$ cat src/rtl/clock_reset_seq_if.sv
// Host-facing signal bundle of the MMCM reset sequencer: lock input, host
// requests, staged reset outputs and lock-loss statistics.
interface clock_reset_seq_if #(
  parameter int NUM_STAGES = 3
);
  logic                  LOCKED;
  logic                  FORCE_RST;
  logic                  CLEAR;
  logic [NUM_STAGES-1:0] RST_OUT;
  logic                  READY;
  logic                  LOCK_LOST;
  logic [7:0]            LOCK_LOSS_CNT;

  modport master (
    output LOCKED, FORCE_RST, CLEAR,
    input  RST_OUT, READY, LOCK_LOST, LOCK_LOSS_CNT
  );

  modport slave (
    input  LOCKED, FORCE_RST, CLEAR,
    output RST_OUT, READY, LOCK_LOST, LOCK_LOSS_CNT
  );
endinterface

$ cat src/rtl/clock_reset_seq.sv
// Qualifies MMCM LOCKED on the free-running board clock and releases staged
// resets once lock has been stable; tracks qualified lock losses for the host.
module clock_reset_seq #(
  parameter int NUM_STAGES    = 3,
  parameter int STABLE_CYCLES = 256,
  parameter int STAGE_GAP     = 16,
  parameter int SYNC_STAGES   = 2
) (
  input  logic               CLK,
  input  logic               RESET,
  clock_reset_seq_if.slave   bus
);

  localparam int CNT_MAX = (STABLE_CYCLES > STAGE_GAP) ? STABLE_CYCLES : STAGE_GAP;
  localparam int CNT_W   = $clog2(CNT_MAX);
  localparam int IDX_W   = (NUM_STAGES > 1) ? $clog2(NUM_STAGES + 1) : 1;

  typedef enum logic [1:0] {
    WAIT_LOCK,
    STABILIZE,
    RELEASE,
    RUN
  } state_t;

  logic [SYNC_STAGES-1:0] sync_q, sync_d;
  state_t                 state_q, state_d;
  logic [CNT_W-1:0]       cnt_q, cnt_d;
  logic [IDX_W-1:0]       idx_q, idx_d;
  logic [NUM_STAGES-1:0]  rst_out_q, rst_out_d;
  logic                   ready_q, ready_d;
  logic                   lost_q, lost_d;
  logic [7:0]             loss_cnt_q, loss_cnt_d;
  logic                   locked_s;
  logic                   loss;

  always_comb begin
    locked_s   = sync_q[SYNC_STAGES-1];
    sync_d     = {sync_q[SYNC_STAGES-2:0], bus.LOCKED};
    state_d    = state_q;
    cnt_d      = cnt_q;
    idx_d      = idx_q;
    rst_out_d  = rst_out_q;
    ready_d    = ready_q;
    lost_d     = lost_q;
    loss_cnt_d = loss_cnt_q;

    // Only a lock that has already released stage 0 counts as a loss.
    loss = ((state_q == RELEASE) || (state_q == RUN)) && !locked_s;

    // Clear first so a simultaneous loss leaves a count of one.
    if (bus.CLEAR) begin
      lost_d     = 1'b0;
      loss_cnt_d = 8'd0;
    end
    if (loss) begin
      lost_d = 1'b1;
      if (loss_cnt_d != 8'hFF) begin
        loss_cnt_d = loss_cnt_d + 8'd1;
      end
    end

    if (loss || bus.FORCE_RST) begin
      state_d   = WAIT_LOCK;
      cnt_d     = '0;
      idx_d     = '0;
      rst_out_d = '1;
      ready_d   = 1'b0;
    end else begin
      case (state_q)
        WAIT_LOCK: begin
          rst_out_d = '1;
          ready_d   = 1'b0;
          cnt_d     = '0;
          if (locked_s) begin
            state_d = STABILIZE;
          end
        end
        STABILIZE: begin
          if (!locked_s) begin
            state_d = WAIT_LOCK;
            cnt_d   = '0;
          end else if (cnt_q == CNT_W'(STABLE_CYCLES - 1)) begin
            cnt_d        = '0;
            idx_d        = IDX_W'(1);
            rst_out_d[0] = 1'b0;
            if (NUM_STAGES == 1) begin
              state_d = RUN;
              ready_d = 1'b1;
            end else begin
              state_d = RELEASE;
            end
          end else begin
            cnt_d = cnt_q + CNT_W'(1);
          end
        end
        RELEASE: begin
          if (cnt_q == CNT_W'(STAGE_GAP - 1)) begin
            cnt_d = '0;
            idx_d = idx_q + IDX_W'(1);
            for (int k = 0; k < NUM_STAGES; k++) begin
              if (IDX_W'(k) == idx_q) begin
                rst_out_d[k] = 1'b0;
              end
            end
            if (idx_q == IDX_W'(NUM_STAGES - 1)) begin
              state_d = RUN;
              ready_d = 1'b1;
            end
          end else begin
            cnt_d = cnt_q + CNT_W'(1);
          end
        end
        default: begin
          state_d = RUN;
        end
      endcase
    end
  end

  always_ff @(posedge CLK) begin
    if (RESET) begin
      sync_q     <= '0;
      state_q    <= WAIT_LOCK;
      cnt_q      <= '0;
      idx_q      <= '0;
      rst_out_q  <= '1;
      ready_q    <= 1'b0;
      lost_q     <= 1'b0;
      loss_cnt_q <= 8'd0;
    end else begin
      sync_q     <= sync_d;
      state_q    <= state_d;
      cnt_q      <= cnt_d;
      idx_q      <= idx_d;
      rst_out_q  <= rst_out_d;
      ready_q    <= ready_d;
      lost_q     <= lost_d;
      loss_cnt_q <= loss_cnt_d;
    end
  end

  assign bus.RST_OUT       = rst_out_q;
  assign bus.READY         = ready_q;
  assign bus.LOCK_LOST     = lost_q;
  assign bus.LOCK_LOSS_CNT = loss_cnt_q;

endmodule

$ cat src/flat_wrapper.sv
// flat-port wrapper written by rule: the top's interface ports become plain ports
module clock_reset_seq_flat 
#(
  parameter int NUM_STAGES    = 3,
  parameter int STABLE_CYCLES = 256,
  parameter int STAGE_GAP     = 16,
  parameter int SYNC_STAGES   = 2
)
  (CLK, RESET, bus_LOCKED, bus_FORCE_RST, bus_CLEAR, bus_RST_OUT, bus_READY, bus_LOCK_LOST, bus_LOCK_LOSS_CNT);
  clock_reset_seq_if #(.NUM_STAGES(NUM_STAGES)) bus_i ();
  input  logic CLK;
  input  logic RESET;
  input wire logic [$bits(bus_i.LOCKED)-1:0] bus_LOCKED;
  input wire logic [$bits(bus_i.FORCE_RST)-1:0] bus_FORCE_RST;
  input wire logic [$bits(bus_i.CLEAR)-1:0] bus_CLEAR;
  output wire logic [$bits(bus_i.RST_OUT)-1:0] bus_RST_OUT;
  output wire logic [$bits(bus_i.READY)-1:0] bus_READY;
  output wire logic [$bits(bus_i.LOCK_LOST)-1:0] bus_LOCK_LOST;
  output wire logic [$bits(bus_i.LOCK_LOSS_CNT)-1:0] bus_LOCK_LOSS_CNT;
  assign bus_i.LOCKED = bus_LOCKED;
  assign bus_i.FORCE_RST = bus_FORCE_RST;
  assign bus_i.CLEAR = bus_CLEAR;
  assign bus_RST_OUT = bus_i.RST_OUT;
  assign bus_READY = bus_i.READY;
  assign bus_LOCK_LOST = bus_i.LOCK_LOST;
  assign bus_LOCK_LOSS_CNT = bus_i.LOCK_LOSS_CNT;
  clock_reset_seq #(.NUM_STAGES(NUM_STAGES), .STABLE_CYCLES(STABLE_CYCLES), .STAGE_GAP(STAGE_GAP), .SYNC_STAGES(SYNC_STAGES)) u_core (.CLK(CLK), .RESET(RESET), .bus(bus_i));
endmodule
$ cat config.mk
export PLATFORM = sky130hd
export DESIGN_NAME = clock_reset_seq_flat
export DESIGN_NICKNAME = d
export VERILOG_FILES = /design/src/rtl/clock_reset_seq_if.sv /design/src/rtl/clock_reset_seq.sv /design/src/flat_wrapper.sv
export SDC_FILE = /design/constraint.sdc
export NUM_CORES = 1
export LEC_CHECK = 0
export BUFFER_PORTS_ARGS = -buffer_cell sky130_fd_sc_hd__buf_4
export CAP_MARGIN = 20
export CORE_ASPECT_RATIO = 1.2
export CORE_MARGIN = 4
export CORE_UTILIZATION = 62
export CTS_BUF_LIST = sky130_fd_sc_hd__clkbuf_8
export CTS_CLUSTER_SIZE = 8
export DETAILED_ROUTE_END_ITERATION = 10
export PLACE_DENSITY = 0.84
export SYNTH_ARGS = -nofsm -noshare
export SYNTH_HDL_FRONTEND = slang
export SYNTH_SLANG_ARGS = --single-unit
$ cat constraint.sdc
create_clock -name CLK -period 4.05 [get_ports CLK]
set_input_delay 0.2025 -clock CLK [delete_from_list [all_inputs] [get_ports CLK]]
set_output_delay 0.2025 -clock CLK [all_outputs]
set_load 0.01 [all_outputs]
==> flow_metrics.env <==
export IMPL_max_cap_violations=0
export IMPL_root_buffer="clkbuf_8"
export IMPL_post_route_period_util_pct=49.67
export IMPL_fmax_mhz=497.1
export IMPL_endpoint_kind="flop"
export IMPL_critPathKind="flop to flop"
export IMPL_pwr_share_comb_pct=5.7
export IMPL_synth_flop_cell="dfxtp_1"
export IMPL_syn_num_nets=197
export IMPL_die_area_sq_mm=0.003370
export IMPL_fp_row_count=19
export IMPL_hp_class="input pin to flop"
export IMPL_clk_pin_slew_worst_paths_ps=90
export IMPL_fillCellCount=196
export IMPL_drc=0
export IMPL_p_total_uw=446.0
export IMPL_vias=1408
export IMPL_ys_async_sr_fraction_pct=0
export IMPL_first_iter_violations=65
export IMPL_hold_depth=2
export IMPL_wirelength_um=3427
export IMPL_diodes=0
export IMPL_ys_warn_count=0
export IMPL_ir_worst_vdd_mv=0.2560
export IMPL_synth_area_sq_mm=0.001551
export IMPL_cts_max_path_buffers=2
export IMPL_grt_pass1_vias=1342
export IMPL_core_area_sq_mm=0.002330
export IMPL_gp_congestion=0.8612
export IMPL_worst_slew_pin_slew_ps=525.9
export IMPL_finClkSkew_ps=2.647
export IMPL_power_frac_seq_pct=60.3
export IMPL_grt_overflow=0
export IMPL_r2r_start="u_core.bus.LOCK_LOSS_CNT[0]"
export IMPL_cts_resized=0
export IMPL_critPathLaunchType="flop"
export IMPL_boundaryPins=18
export IMPL_hold_violations=0
export IMPL_drive_above_1_share_pct=15.90
export IMPL_first_pass_iters=4
export IMPL_cellInternalPower_uw=345.1
export IMPL_grt_start_max_net_pins=15
export IMPL_syn2layout_area_growth_pct=11.13
export IMPL_cts_inserted_buffers=3
export IMPL_hp_start="bus_LOCKED"
export IMPL_cts_setup_buffers=0
export IMPL_ff2ff_setup_slack_ps=2040
export IMPL_antenna_found_initial=0
export IMPL_nNetsFinal=212
export IMPL_use_met1_pct=24.67
export IMPL_hold_slack_ps=161.6
export IMPL_wl_per_cell_um=15.16
export IMPL_maxSlewViolCount=0
export IMPL_synth_area_per_cell_sq_um=8.572
export IMPL_hold_buffers=0
export IMPL_yosys_area_top_type="dfxtp_1"
export IMPL_io_buffers=17
export IMPL_ys_ff_latch=27
export IMPL_synth_edff_count=0
export IMPL_switchingPower_uw=100.9
export IMPL_synth_seq_area_share_pct=34.84
export IMPL_power_density_mw_per_mm2=258.7
export IMPL_synth_area_leaders="dfxtp_1, ha_1, a211oi_1, a21oi_1, nand2_1"
export IMPL_fp_dieH_um=62.80
export IMPL_p_leak_uw=0.0006221
export IMPL_mostFrequentLayoutCells="dfxtp_1, buf_4, nand2_1"
export IMPL_pwr_share_clk_pct=34.1
export IMPL_netlist_instances=181
export IMPL_dieWidth_um=53.67
export IMPL_required_ps=4240
export IMPL_tritoncts="done"
export IMPL_cts_sinks=27
export IMPL_insertion_delay_ps=270
export IMPL_fin_setup_tns_ps=0
export IMPL_mostFrequentLayoutCell="dfxtp_1"
export IMPL_ant_nets=0
export IMPL_htree_levels=1
export IMPL_netSwitchingFraction_pct=22.63
export IMPL_min_period_ps=2012
export IMPL_ys_types=44
export IMPL_slew_headroom_pct=64.73
export IMPL_holdPathEnd="u_core.sync_q[0]"
export IMPL_hpwl_um=2524
export IMPL_grt_use_met2_pct=39.85
export IMPL_initial_utilization_pct=66.60
export IMPL_grt_busiest_layer="met2"
export IMPL_cp_max_fo=7
export IMPL_r2r_end="u_core.bus.LOCK_LOSS_CNT[4]"
export IMPL_vias_per_cell=6.230
export IMPL_grt_first_pass_wirelength_um=5740
export IMPL_outcome="completed"
export IMPL_rsz0062_at_grt="false"
export IMPL_reg2regPathDepth=6
export IMPL_synth_top_area_share_pct=34.84
export IMPL_grtUsageTotal_pct=22.10
export IMPL_cp_data_arrival_time_ps=2200
export IMPL_finalSetupViolCount=0
export IMPL_grt_use_met3_pct=2.625
[state kept, by name, indices dropped and copies added (netlist names)]
name                      flops
u_core.bus.LOCK_LOSS_CNT      8
u_core.bus.LOCK_LOST          1
u_core.bus.READY              1
u_core.bus.RST_OUT            3
u_core.cnt_q                  8
u_core.idx_q                  2
u_core.state_q                2
u_core.sync_q                 2
[area by class of cell]
type | instances | area, sq um | area share [%]
inverter | 10 | 37.54 | 2.177
clock inverter | 1 | 3.754 | 0.2177
sequential | 27 | 540.5 | 31.35
tap | 31 | 38.79 | 2.250
clock buffer | 3 | 41.29 | 2.395
multi-input combinational | 137 | 934.6 | 54.21
timing repair buffer | 17 | 127.6 | 7.402
[critical path, cell delays in order (launching register included)]
cell and delay (ps):
dfxtp_1 360, nor2b_1 250, ha_1 250, nand3_1 160
o31ai_2 520, o21ai_0 170, a211oi_1 220
[synthesized netlist by cell type, types with 3 or more instances]
cell type	instances
a211oi_1	7
a21oi_1	10
a31oi_1	4
buf_2	3
dfxtp_1	27
ha_1	11
inv_1	10
nand2_1	13
nand3_1	7
nand3b_1	3
nand4_1	5
nor2_1	12
nor2b_1	7
nor3_1	4
o2111ai_1	3
o21a_1	4
o21ai_0	7
o31ai_1	4
or2_2	3
or3_1	3
[layer usage]
metal  wire, um  part of all wire [%]
met5          0                     0
met1       1374                    40
met2       1786                    52
met4         53                   1.5
met3        213                   6.2
[worst max-delay path by stage]
stage,startpoint,to,slack (ps),cells past startpoint
6_report,u_core.bus.LOCK_LOSS_CNT[0],u_core.bus.LOCK_LOSS_CNT[4],2040,6
5_1_grt,u_core.bus.LOCK_LOSS_CNT[0],u_core.bus.LOCK_LOSS_CNT[4],1780,6
4_1_cts,u_core.bus.LOCK_LOSS_CNT[0],u_core.bus.LOCK_LOSS_CNT[4],2010,6
3_5_place_dp,bus_CLEAR,u_core.bus.LOCK_LOSS_CNT[4],2060,7
3_3_place_gp,u_core.state_q[0],u_core.bus.LOCK_LOSS_CNT[4],2150,6
2_1_floorplan,u_core.state_q[0],u_core.bus.RST_OUT[2],2160,8
[kinds of logic (layout without fill, tap and decap cells)]
logic type | count (synthesis) | count (layout) | share of synthesized area, %
flops | 27 | 27 | 34.84
xor+xnor | 4 | 4 | 2.258
mux | 1 | 1 | 0.6452
buf+inv | 17 | 31 | 4.919
simple gates | 68 | 68 | 24.35
compound gates | 53 | 53 | 24.11
fa+ha+maj | 11 | 11 | 8.871
[power groups by stage]
stage          clock network (uW)  registers, uW  logic, uW
6_report                      152            269       25.2
4_1_cts                       153            269       25.1
5_1_grt                       164            269       27.9
3_3_place_gp                    0            275       23.8
2_1_floorplan                   0            275       17.6
3_5_place_dp                    0            275       25.0
[through the flow]
step	utilization [%]	cells	cell area, sq um	setup WS (ps)
after floorplan	-	181	1551	2162
final	74.01	226	1724	2038
after global routing	74.01	226	1724	1780
after CTS	74.01	226	1724	2013
after global placement	72.07	222	1679	2153
after detailed placement	72.07	222	1679	2061
Note: power is estimated with default switching activity, not from simulation.
